$ cat src/rtl/instr_fetch.sv
// RV32 fetch stage: owns the PC, issues in-order imem reads and
// hands {pc, instr} pairs to decode through a 2-entry buffer.
module instr_fetch #(
  parameter logic [31:0] RESET_PC = 32'h0000_0000
) (
  input  logic        clk,
  input  logic        rst,
  input  logic        redirect_valid,
  input  logic [31:0] redirect_pc,
  output logic        imem_req_valid,
  input  logic        imem_req_ready,
  output logic [31:0] imem_req_addr,
  input  logic        imem_rsp_valid,
  input  logic [31:0] imem_rsp_data,
  output logic        if_valid,
  input  logic        if_ready,
  output logic [31:0] if_pc,
  output logic [31:0] if_instr
);

  logic [31:0] pc;
  logic [31:0] e_pc    [2];
  logic [31:0] e_instr [2];
  logic [1:0]  e_filled;
  logic        head;
  logic        tail;
  logic [1:0]  alloc_cnt;
  logic [1:0]  drop_cnt;

  logic        pop;
  logic        accept;
  logic        fill_idx;
  logic [1:0]  filled_cnt;
  logic [1:0]  unfilled_cnt;
  logic [2:0]  credit;

  assign if_valid = e_filled[head];
  assign if_pc    = e_pc[head];
  assign if_instr = e_instr[head];

  assign pop = if_valid & if_ready;

  // Slots in use after this cycle's pop, counting
  // reads still owed for flushed requests.
  assign credit = {1'b0, alloc_cnt}
                - {2'b00, pop}
                + {1'b0, drop_cnt};

  assign imem_req_valid = !rst
                        & !redirect_valid
                        & (credit < 3'd2);
  assign imem_req_addr  = pc;
  assign accept = imem_req_valid & imem_req_ready;

  // Filled entries always form a prefix starting at head,
  // so the oldest unfilled one is head or the one after.
  assign fill_idx = e_filled[head] ? ~head : head;

  assign filled_cnt   = {1'b0, e_filled[0]}
                      + {1'b0, e_filled[1]};
  assign unfilled_cnt = alloc_cnt - filled_cnt;

  // PC, buffer and counter update; redirect overrides everything
  always_ff @(posedge clk or posedge rst) begin
    if (rst) begin
      pc         <= RESET_PC;
      e_pc[0]    <= '0;
      e_pc[1]    <= '0;
      e_instr[0] <= '0;
      e_instr[1] <= '0;
      e_filled   <= '0;
      head       <= 1'b0;
      tail       <= 1'b0;
      alloc_cnt  <= '0;
      drop_cnt   <= '0;
    end else if (redirect_valid) begin
      pc        <= redirect_pc;
      e_filled  <= '0;
      head      <= 1'b0;
      tail      <= 1'b0;
      alloc_cnt <= '0;
      drop_cnt  <= drop_cnt
                 + unfilled_cnt
                 - {1'b0, imem_rsp_valid};
    end else begin
      if (pop) begin
        e_filled[head] <= 1'b0;
        head           <= ~head;
      end
      if (accept) begin
        e_pc[tail]     <= pc;
        e_filled[tail] <= 1'b0;
        tail           <= ~tail;
        pc             <= pc + 32'd4;
      end
      if (imem_rsp_valid) begin
        if (drop_cnt != 2'd0) begin
          drop_cnt <= drop_cnt - 2'd1;
        end else begin
          e_instr[fill_idx]  <= imem_rsp_data;
          e_filled[fill_idx] <= 1'b1;
        end
      end
      alloc_cnt <= alloc_cnt
                 + {1'b0, accept}
                 - {1'b0, pop};
    end
  end

endmodule

$ cat config.mk
export PLATFORM = sky130hd
export DESIGN_NAME = instr_fetch
export DESIGN_NICKNAME = d
export VERILOG_FILES = /design/src/rtl/instr_fetch.sv
export SDC_FILE = /design/constraint.sdc
export NUM_CORES = 1
export LEC_CHECK = 0
export ABC_CLOCK_PERIOD_IN_PS = 10100
export CAP_MARGIN = 20
export CORE_MARGIN = 2
export CORE_UTILIZATION = 45
export CTS_BUF_LIST = sky130_fd_sc_hd__clkbuf_4 sky130_fd_sc_hd__clkbuf_8
export DETAILED_ROUTE_END_ITERATION = 8
export PLACE_DENSITY = 0.75
export SLEW_MARGIN = 10
export SYNTH_ARGS = -nofsm -noshare
export SYNTH_HDL_FRONTEND = slang
export SYNTH_SLANG_ARGS = --single-unit
$ cat constraint.sdc
create_clock -name clk -period 10.1 [get_ports clk]
set_clock_uncertainty 0.15 [all_clocks]
set_input_delay 2.02 -clock clk [delete_from_list [all_inputs] [get_ports clk]]
set_output_delay 2.02 -clock clk [all_outputs]
set_load 0.01 [all_outputs]
-- Word level (Yosys, flattened, before mapping)
Cells that the tools add are included.
- reductions and logical operators: 15
- muxes and demuxes: 38
- magnitude comparators: 12
- $add $sub $neg: 10
- bitwise logic cells: 16
- operators with widths (cell ; count):
    $mux W32 ; 10
    $bwmux W64 ; 2
    $demux W32 S1 ; 2
    $add A32 B3 Y32 const B ; 1
    $mux W2 ; 11
    $mux W1 ; 10
    $reduce_bool A2 Y1 ; 5
    $ge A2 B2 Y1 const B ; 3
    $lt A1 B2 Y1 const B ; 3
    $not A1 Y2 ; 3
    $logic_and A1 B1 Y1 ; 5
    $and A1 B1 Y1 ; 4
    $and A2 B2 Y2 ; 2
    $lt A2 B1 Y1 const B ; 2
    $not A1 Y1 ; 4
    $not A2 Y2 ; 2
    $reduce_and A2 Y1 ; 2
    $sub A2 B1 Y2 ; 2
    $add A3 B2 Y3 ; 1
    $demux W1 S1 ; 3
    $ge A1 B1 Y1 const B ; 3
    $lt A3 B2 Y1 const B ; 1
    $reduce_and A3 Y1 ; 1
    $sub A2 B1 Y3 ; 1
    other kinds (7) ; 8
- bits of input ports: 70
- output and inout port bits: 98
- flip-flop bits (word level): 168
- word-level logic and storage cells: 101

-- Longest topological paths before layout
Gate-level depths: netlist (run 1).
- depth after elaboration: 15
- mapped depth: 16
- mapped depth without buffers: 13

-- Least setup slack after synthesis (run 1)
No wires, ideal clock.
- path type: input to output
- start point: in if_ready
- end point: out imem_req_valid
- data required time: 7.930 ns
- buffers on the path: 0
- stages on the path: 6
- arrival time: 3.230 ns
- setup slack: 4.700 ns
- cells stage by stage: nand2_1 -> nor2_1 -> o21ai_0 -> fa_1 -> xor2_1 -> and3_1
- word-level cells in the longest chain between the ends: 5
- RTL lines (what ; RTL line ; RTL):
    from (decl) ; 16 ; input logic if_ready,
    $and A1 B1 Y1 ; 41 ; assign pop = if_valid & if_ready;
    $sub A2 B1 Y3 ; 46 ; - {2'b00, pop}
    $add A3 B2 Y3 ; 47 ; + {1'b0, drop_cnt};
    $lt A3 B2 Y1 ; 51 ; & (credit < 3'd2);
    $and A1 B1 Y1 ; 51 ;
    to (decl) ; 10 ; output logic imem_req_valid,
Every way passes these cells.

-- Final worst setup path (run 1)
Same ends and word-level chain as after synthesis.

==> results of run 1 <==
worst max-delay path, stage by stage:
cell and delay, ps:
sky130_fd_sc_hd__clkdlybuf4s50_1 540, sky130_fd_sc_hd__nand2_1 130, sky130_fd_sc_hd__nor2_1 220, sky130_fd_sc_hd__o21ai_0 170, sky130_fd_sc_hd__fa_1 410, sky130_fd_sc_hd__xor2_1 250, sky130_fd_sc_hd__and3_1 200, sky130_fd_sc_hd__clkdlybuf4s50_1 540
sequential cells by signal, summed over array words and instances (netlist names):
| signal | flops |
|---|---|
| e_pc | 64 |
| e_instr | 64 |
| drop_cnt | 2 |
| e_filled | 2 |
| head | 1 |
| imem_req_addr | 32 |
| tail | 1 |
| alloc_cnt | 2 |
area by class of cell:
class | instances | area (sq um)
Fill cell | 1374 | 7130
Clock buffer | 19 | 249
Sequential cell | 168 | 4210
Timing Repair Buffer | 172 | 1710
Clock inverter | 13 | 124
Inverter | 13 | 53.8
Tap cell | 225 | 282
Multi-Input combinational cell | 408 | 3540
power groups by stage:
stage               sequential, W  combinational, W  clock [W]
global route              0.00108           0.00105   0.000496
detailed placement        0.00106          0.000976          0
floorplan                 0.00100          0.000567          0
CTS                       0.00104          0.000984   0.000467
finish                    0.00104          0.000969   0.000453
global placement          0.00103          0.000945          0
worst max-delay path by stage:
stage          startpoint             end  slack, ps  cells past startpoint
2_1_floorplan         rst    alloc_cnt[0]       3380                      1
3_3_place_gp     if_ready  imem_req_valid       3540                      8
3_5_place_dp     if_ready  imem_req_valid       3440                      8
4_1_cts          if_ready  imem_req_valid       3440                      8
5_1_grt          if_ready  imem_req_valid       3280                      8
6_report         if_ready  imem_req_valid       3450                      8
stage by stage:
step / setup slack [ps] / instance area, sq um / hold WS (ps)
floorplan: 3380 / 7940 / 294
global placement: 3540 / 9790 / 306
detailed placement: 3440 / 9790 / 328
CTS: 3440 / 10200 / 348
global route: 3280 / 10200 / 372
finish: 3450 / 10200 / 342
cell families after synthesis:
family | Yosys count | share of synthesized area
muxes | 191 | 0.270
DFF | 168 | 0.529
and+or+nand+nor | 122 | 0.0803
AOI/OAI and AO/OA | 76 | 0.0654
buffers and inverters | 47 | 0.0265
xor gates and xnor gates | 10 | 0.0110
adders and majority gates | 9 | 0.0170
metal layers:
layer  GRT usage  part of all wire
met1       0.265              0.42
met2       0.345              0.49
met3      0.0600             0.078
met4      0.0693             0.018
met5           0                 0
cells in the final DEF, fill, tap and decap left out, drive strengths merged, types with 2 or more instances in the layout:
cell and count:
or3 4, fa 3, nand4 9, clkinv 4, nor2b 2, nor4 3
dfrtp 168, nand2 49, clkbuf 19, and2 3, a31oi 5, a21oi 5
a31o 2, clkinvlp 6, buf 6, and3 3, mux2i 2, o311ai 13
nor2 20, a211o 2, xor2 3, xnor2 7, nand3 21, nor3 5
a22oi 3, o211ai 11, mux2 189, inv 15, clkdlybuf4s50 166, o21ai 27
ha 6
==> impl_summary.log, run 1 <==
INFO  metric clkSlewWorstSetupHoldPaths = 80 ps
INFO  metric hold_viol = 0
INFO  metric htree_depth = 4
INFO  metric synthesis.area_per_instance = ~13 sq um
INFO  metric synth.cells.most_frequent = sky130_fd_sc_hd__mux2_2, sky130_fd_sc_hd__dfrtp_1, sky130_fd_sc_hd__nand2_1, sky130_fd_sc_hd__o21ai_0, sky130_fd_sc_hd__nand3_1
INFO  metric grt_max_degree = 90
INFO  metric floorplan.core_area = roughly 17,000 sq um
INFO  metric fp.dieH = between 100 and 150 um
INFO  metric yosys.cell_count.top_type = sky130_fd_sc_hd__mux2_2
INFO  metric num_vias = 5,626
INFO  metric count_of_antenna_violating_nets_left_after_detailed_routing = 0
INFO  metric synth_edf_count = 0
INFO  metric outcome = completed
INFO  metric routed_wirelength = 18,700 um
INFO  metric min-delay-path-class = flip-flop to flip-flop
INFO  metric grt_first_pass_wirelength = 30,400 um
INFO  metric die-width = 137 um
INFO  metric tritoncts_clock_tree = built
INFO  metric netSwitchingPower = 0.000767 W
INFO  metric hold_path_depth = 2
INFO  metric total_power = 0.00247 W
INFO  metric dpl.cell_count = between 900 and 1,000
INFO  metric clkLatencyLatePin = approximately 450 ps
INFO  metric reg2regPathDepth = 10
INFO  metric critical_path_arrival = 4480 ps
INFO  metric start_util = 0.459
INFO  metric synth.yosys.seq_area_share = 0.529
INFO  metric ys_warn_count = 0
INFO  metric synth.ff_latch_count = 168
INFO  metric total_die_area = around 19,000 sq um
INFO  metric top_level_ports = 168
INFO  metric tritoncts.num_buffers = 17
INFO  metric r2r-end = e_pc[34]
INFO  metric ctsResizeCount = 0
INFO  metric buffer_ports.inserted = 167
INFO  metric grt_setup_unrepaired = no
INFO  metric seqPwrFrac = 0.423
INFO  metric post-route-drc-count = 0
INFO  metric drt-initial-drc-count = 336
INFO  metric worstSetupEndpointType = output pin
INFO  metric vdd_ir_drop_max = 126 uV
INFO  metric synth.top_cells.by_area = sky130_fd_sc_hd__dfrtp_1, sky130_fd_sc_hd__mux2_2, sky130_fd_sc_hd__nand2_1
INFO  metric internal_power = 0.00170 W
INFO  metric min_delay_worst_endpoint = e_pc[7]
INFO  metric areaGrowthSynthToFinish = 28.0%
INFO  metric ys_dominant_reg_cell = sky130_fd_sc_hd__dfrtp_1
INFO  metric timing.final.crit_period = 6650 ps
INFO  metric synth_largest_type_area_fraction = 0.529
INFO  metric fp-row-count = 48
INFO  metric synth_cell_types = 55
INFO  metric post_syn_area = 7940 sq um
INFO  metric cts_hold_buffers = 0
INFO  metric async_flop_share = 1.00
INFO  metric globalRouteTotalUtil = 0.209
INFO  metric netlist.top_cell.by_area = sky130_fd_sc_hd__dfrtp_1
INFO  metric leakage_power_summed_over_all_cells = around 4.3 nW
INFO  metric achievable-frequency = 0.150 GHz
INFO  metric antenna_found_initial = 0
INFO  metric worstHoldStart = e_pc[7]
INFO  metric post-cts-setup-buffers = 0
INFO  metric reg2reg_from = head
INFO  metric finalNetCount = between 800 and 900
INFO  metric finish.utilization = 0.588
INFO  metric worst-r2r-setup-slack = 5150 ps
INFO  metric synth.net_count = 702
INFO  metric first_global_vias = 5,894
INFO  metric tightest_slew = ~1100 ps
INFO  metric pwr-share-clk = 0.184
INFO  metric pwr-share-comb = 0.393
INFO  metric powerDensity = 243 nW/um^2
INFO  metric final-max-slew-violation-count = 0
INFO  metric cts.root.buffer_cell = sky130_fd_sc_hd__clkbuf_8
INFO  metric worst_setup_path_start_kind = input port
INFO  metric cts_num_sinks = between 150 and 200
INFO  metric totalNegativeSetupSlack = 0 ps
INFO  metric wl_per_cell = about 18 um
INFO  metric crit_required = 7930 ps
INFO  metric finalSetupViolations = 0
INFO  metric drt_first_pass_iters = 5
INFO  metric gpl.final_weighted_congestion = between 0.8 and 0.9
INFO  metric finish.cell_count_without_fillers = 1,018
INFO  metric insertedDiodeCount = 0
INFO  metric fraction_of_layout_cells_with_a_size_suffix_above_1 = 0.303
INFO  metric netSwitchingFraction = 0.311
INFO  metric grt.overflow.total = 0
INFO  metric cap_violations = 0
INFO  metric finalCritPeriodShare = 0.658
INFO  metric critPathMaxFanout = 5
INFO  metric via_per_inst = 5.53
INFO  metric setup.worst_path.class = input port to output pin
INFO  metric hpwl = 12,600 um
INFO  metric timing.slew.headroom = 0.265
INFO  metric syn-instance-count = 623
INFO  metric clock_tree.buffer_depth = 2
Note: power is estimated with default switching activity, not from simulation.
==> inputs of run 2 (changes only) <==
ABC_CLOCK_PERIOD_IN_PS = 5500   (was 10100)
PLACE_DENSITY = 0.78   (was 0.75)
clock period = 5.5 ns   (was 10.1 ns; I/O delays follow)
==> impl_summary.log, run 2 (synthesized netlist as in run 1, its figures left out) <==
INFO  metric outcome = completed
INFO  metric floorplan.core_area = 17,300 sq um (unchanged)
INFO  metric grt_setup_unrepaired = no
INFO  metric cap_violations = 0 (unchanged)
INFO  metric timing.critical_path.slowest_stage_cell = sky130_fd_sc_hd__clkdlybuf4s50_1
INFO  metric tritoncts_clock_tree = built
INFO  metric htree_depth = 4 (unchanged)
INFO  metric clkLatencyLatePin = 440 ps (about the same)
INFO  metric worst_slack = 747 ps (-2700 ps)
INFO  metric worst-r2r-setup-slack = 1670 ps (-3480 ps)
INFO  metric min_delay_worst_endpoint = e_pc[11]
INFO  metric whs = 343 ps (+1.46 ps)
INFO  metric worstSetupEndpointType = output pin
INFO  metric netSwitchingPower = 0.00135 W (+76%)
INFO  metric globalRouteTotalUtil = 0.204 (-0.00468)
INFO  metric leakage_power_summed_over_all_cells = 4.39 nW (+0.93%)
INFO  metric grt_first_pass_wirelength = 29,700 um (-2.0%)
INFO  metric hpwl = 12,500 um (-1.2%)
INFO  metric finalNetCount = 864 (+0.58%)
INFO  metric grt.overflow.total = 0 (unchanged)
INFO  metric seqPwrFrac = 0.418 (-0.005)
INFO  metric post-route-drc-count = 0 (unchanged)
INFO  metric num_vias = 5,633 (+0.12%)
INFO  metric worst_setup_path_start_kind = input port
INFO  metric die-width = 137 um (unchanged)
INFO  metric netSwitchingFraction = 0.299 (-0.0118)
INFO  metric insertedDiodeCount = 0 (unchanged)
INFO  metric first_global_vias = 5,888 (-0.10%)
INFO  metric critPathMaxFanout = 5 (unchanged)
INFO  metric post-cts-setup-buffers = 0 (unchanged)
INFO  metric buffer_ports.inserted = 167 (unchanged)
INFO  metric pwr-share-clk = 0.185 (about the same)
INFO  metric total_die_area = 18,700 sq um (unchanged)
INFO  metric via_per_inst = 5.52 (about the same)
INFO  metric reg2regPathDepth = 10 (unchanged)
INFO  metric fraction_of_layout_cells_with_a_size_suffix_above_1 = 0.304 (+0.00175)
INFO  metric cts.root.buffer_cell = sky130_fd_sc_hd__clkbuf_8
INFO  metric final_common_cell = sky130_fd_sc_hd__mux2_2
INFO  metric areaGrowthSynthToFinish = 28.6%
INFO  metric wl_per_cell = 18.2 um (-1.4%)
INFO  metric finalCritPeriodShare = 0.864
INFO  metric totalNegativeSetupSlack = 0 ps (unchanged)
INFO  metric drt-initial-drc-count = 298 (-11%)
INFO  metric cts_num_sinks = 168 (unchanged)
INFO  metric min-delay-path-class = flip-flop to flip-flop
INFO  metric tritoncts.num_buffers = 17 (unchanged)
INFO  metric crit_chain = clkdlybuf4s50_1, nand2_1, nor2_1, o21ai_0, fa_1, xor2_1, and3_1, clkdlybuf4s50_1
INFO  metric design_area = 10,200 sq um (+0.50%)
INFO  metric pwr-share-comb = 0.398 (+0.005)
INFO  metric drt_first_pass_iters = 4 (-1)
INFO  metric worstHoldStart = e_pc[11]
INFO  metric reg2reg_from = head
INFO  metric gpl.final_weighted_congestion = 0.822 (+2.3%)
INFO  metric cts_hold_buffers = 0 (unchanged)
INFO  metric timing.final.crit_period = 4750 ps
INFO  metric achievable-frequency = 0.210 GHz
INFO  metric grt_max_degree = 169 (+88%)
INFO  metric path_delay_family = buffers and inverters
INFO  metric hold_viol = 0 (unchanged)
INFO  metric count_of_antenna_violating_nets_left_after_detailed_routing = 0 (unchanged)
INFO  metric dpl-instance-area = 9850 sq um (+0.63%)
INFO  metric internal_power = 0.00317 W (+87%)
INFO  metric tightest_slew = 991 ps (-109 ps)
INFO  metric vdd_ir_drop_max = 219 uV (+74%)
INFO  metric setup.worst_path.class = input port to output pin
INFO  metric hold_path_depth = 2 (unchanged)
INFO  metric cp.buffers_inverters = 2 (unchanged)
INFO  metric layout_common_cells = sky130_fd_sc_hd__mux2_2, sky130_fd_sc_hd__dfrtp_1, sky130_fd_sc_hd__clkdlybuf4s50_1
INFO  metric crit_required = 4250 ps (-3680 ps)
INFO  metric timing.slew.headroom = 0.340 (+0.0745)
INFO  metric finalSetupViolations = 0 (unchanged)
INFO  metric critical_path_arrival = 3500 ps (-980 ps)
INFO  metric start_util = 0.459 (unchanged)
INFO  metric fp.dieH = 137 um (unchanged)
INFO  metric r2r-end = e_pc[5]
INFO  metric fp-row-count = 48 (unchanged)
INFO  metric routed_wirelength = 18,500 um (-1.2%)
INFO  metric top_level_ports = 168 (unchanged)
INFO  metric final-max-slew-violation-count = 0 (unchanged)
INFO  metric path_common_cell = sky130_fd_sc_hd__clkdlybuf4s50_1
INFO  metric clock_tree.buffer_depth = 2 (unchanged)
INFO  metric cpPeakStageDelay = 530 ps (about the same)
INFO  metric antenna_found_initial = 0 (unchanged)
INFO  metric powerDensity = 443 nW/um^2 (+83%)
INFO  metric dpl_worst_slack = 739 ps (-2700 ps)
INFO  metric ctsResizeCount = 0 (unchanged)
INFO  metric clkSlewWorstSetupHoldPaths = 70 ps (about the same)
-- run 2: cell count changes in the layout (fill, tap and decap cells not counted), sizes merged --
cell,delta
buf,+5
inv,-4
clkinvlp,-3
clkinv,+2
bufinv,+1
clkbuf,+1
-- run 2: worst max-delay path by stage --
stage | from | slack [ps] | endpoint | cells past startpoint
after global routing | if_ready | 600 | imem_req_valid | 8
after floorplan | if_ready | 1810 | alloc_cnt[1] | 13
after detailed placement | if_ready | 740 | imem_req_valid | 8
final | if_ready | 750 | imem_req_valid | 8
after global placement | if_ready | 780 | imem_req_valid | 8
after CTS | if_ready | 740 | imem_req_valid | 8
-- run 2: power groups by stage --
stage	clock, W	combinational, W	sequential (W)
after floorplan	0	0.00104	0.00184
after global placement	0	0.00176	0.00187
after detailed placement	0	0.00181	0.00192
after CTS	0.000865	0.00182	0.00189
after global routing	0.000915	0.00194	0.00195
final	0.000836	0.00180	0.00189
-- run 2: area by class of cell --
class | count | area [sq um]
Timing Repair Buffer | 177 | 1770
Inverter | 13 | 52.6
Multi-Input combinational cell | 408 | 3540
Clock inverter | 9 | 104
Sequential cell | 168 | 4210
Clock buffer | 20 | 263
Tap cell | 225 | 282
Fill cell | 1418 | 7080
-- run 2: worst register-to-register path, cell delays in order, from the launching register on --
cell and delay, ps:
sky130_fd_sc_hd__dfrtp_4 500, sky130_fd_sc_hd__o21ai_0 330, sky130_fd_sc_hd__nand2_1 190, sky130_fd_sc_hd__nor2_1 200, sky130_fd_sc_hd__o21ai_0 140, sky130_fd_sc_hd__fa_1 390, sky130_fd_sc_hd__xor2_1 250, sky130_fd_sc_hd__and4_1 590
sky130_fd_sc_hd__nand2_2 290, sky130_fd_sc_hd__buf_4 330, sky130_fd_sc_hd__mux2_2 340
-- run 2: layer usage --
layer,GRT usage,vias up,wire [um]
met3,0.0615,29,1280
met1,0.257,2840,7780
met4,0.0750,0,404
li1,-,2583,-
met5,0,-,0
met2,0.334,181,9050
-- run 2: through the flow --
stage | total power, W | util | cells
global placement | 0.00364 | 0.570 | 991
global route | 0.00481 | 0.591 | 1020
finish | 0.00452 | 0.591 | 1020
floorplan | 0.00288 | - | 623
detailed placement | 0.00373 | 0.570 | 991
CTS | 0.00458 | 0.591 | 1020
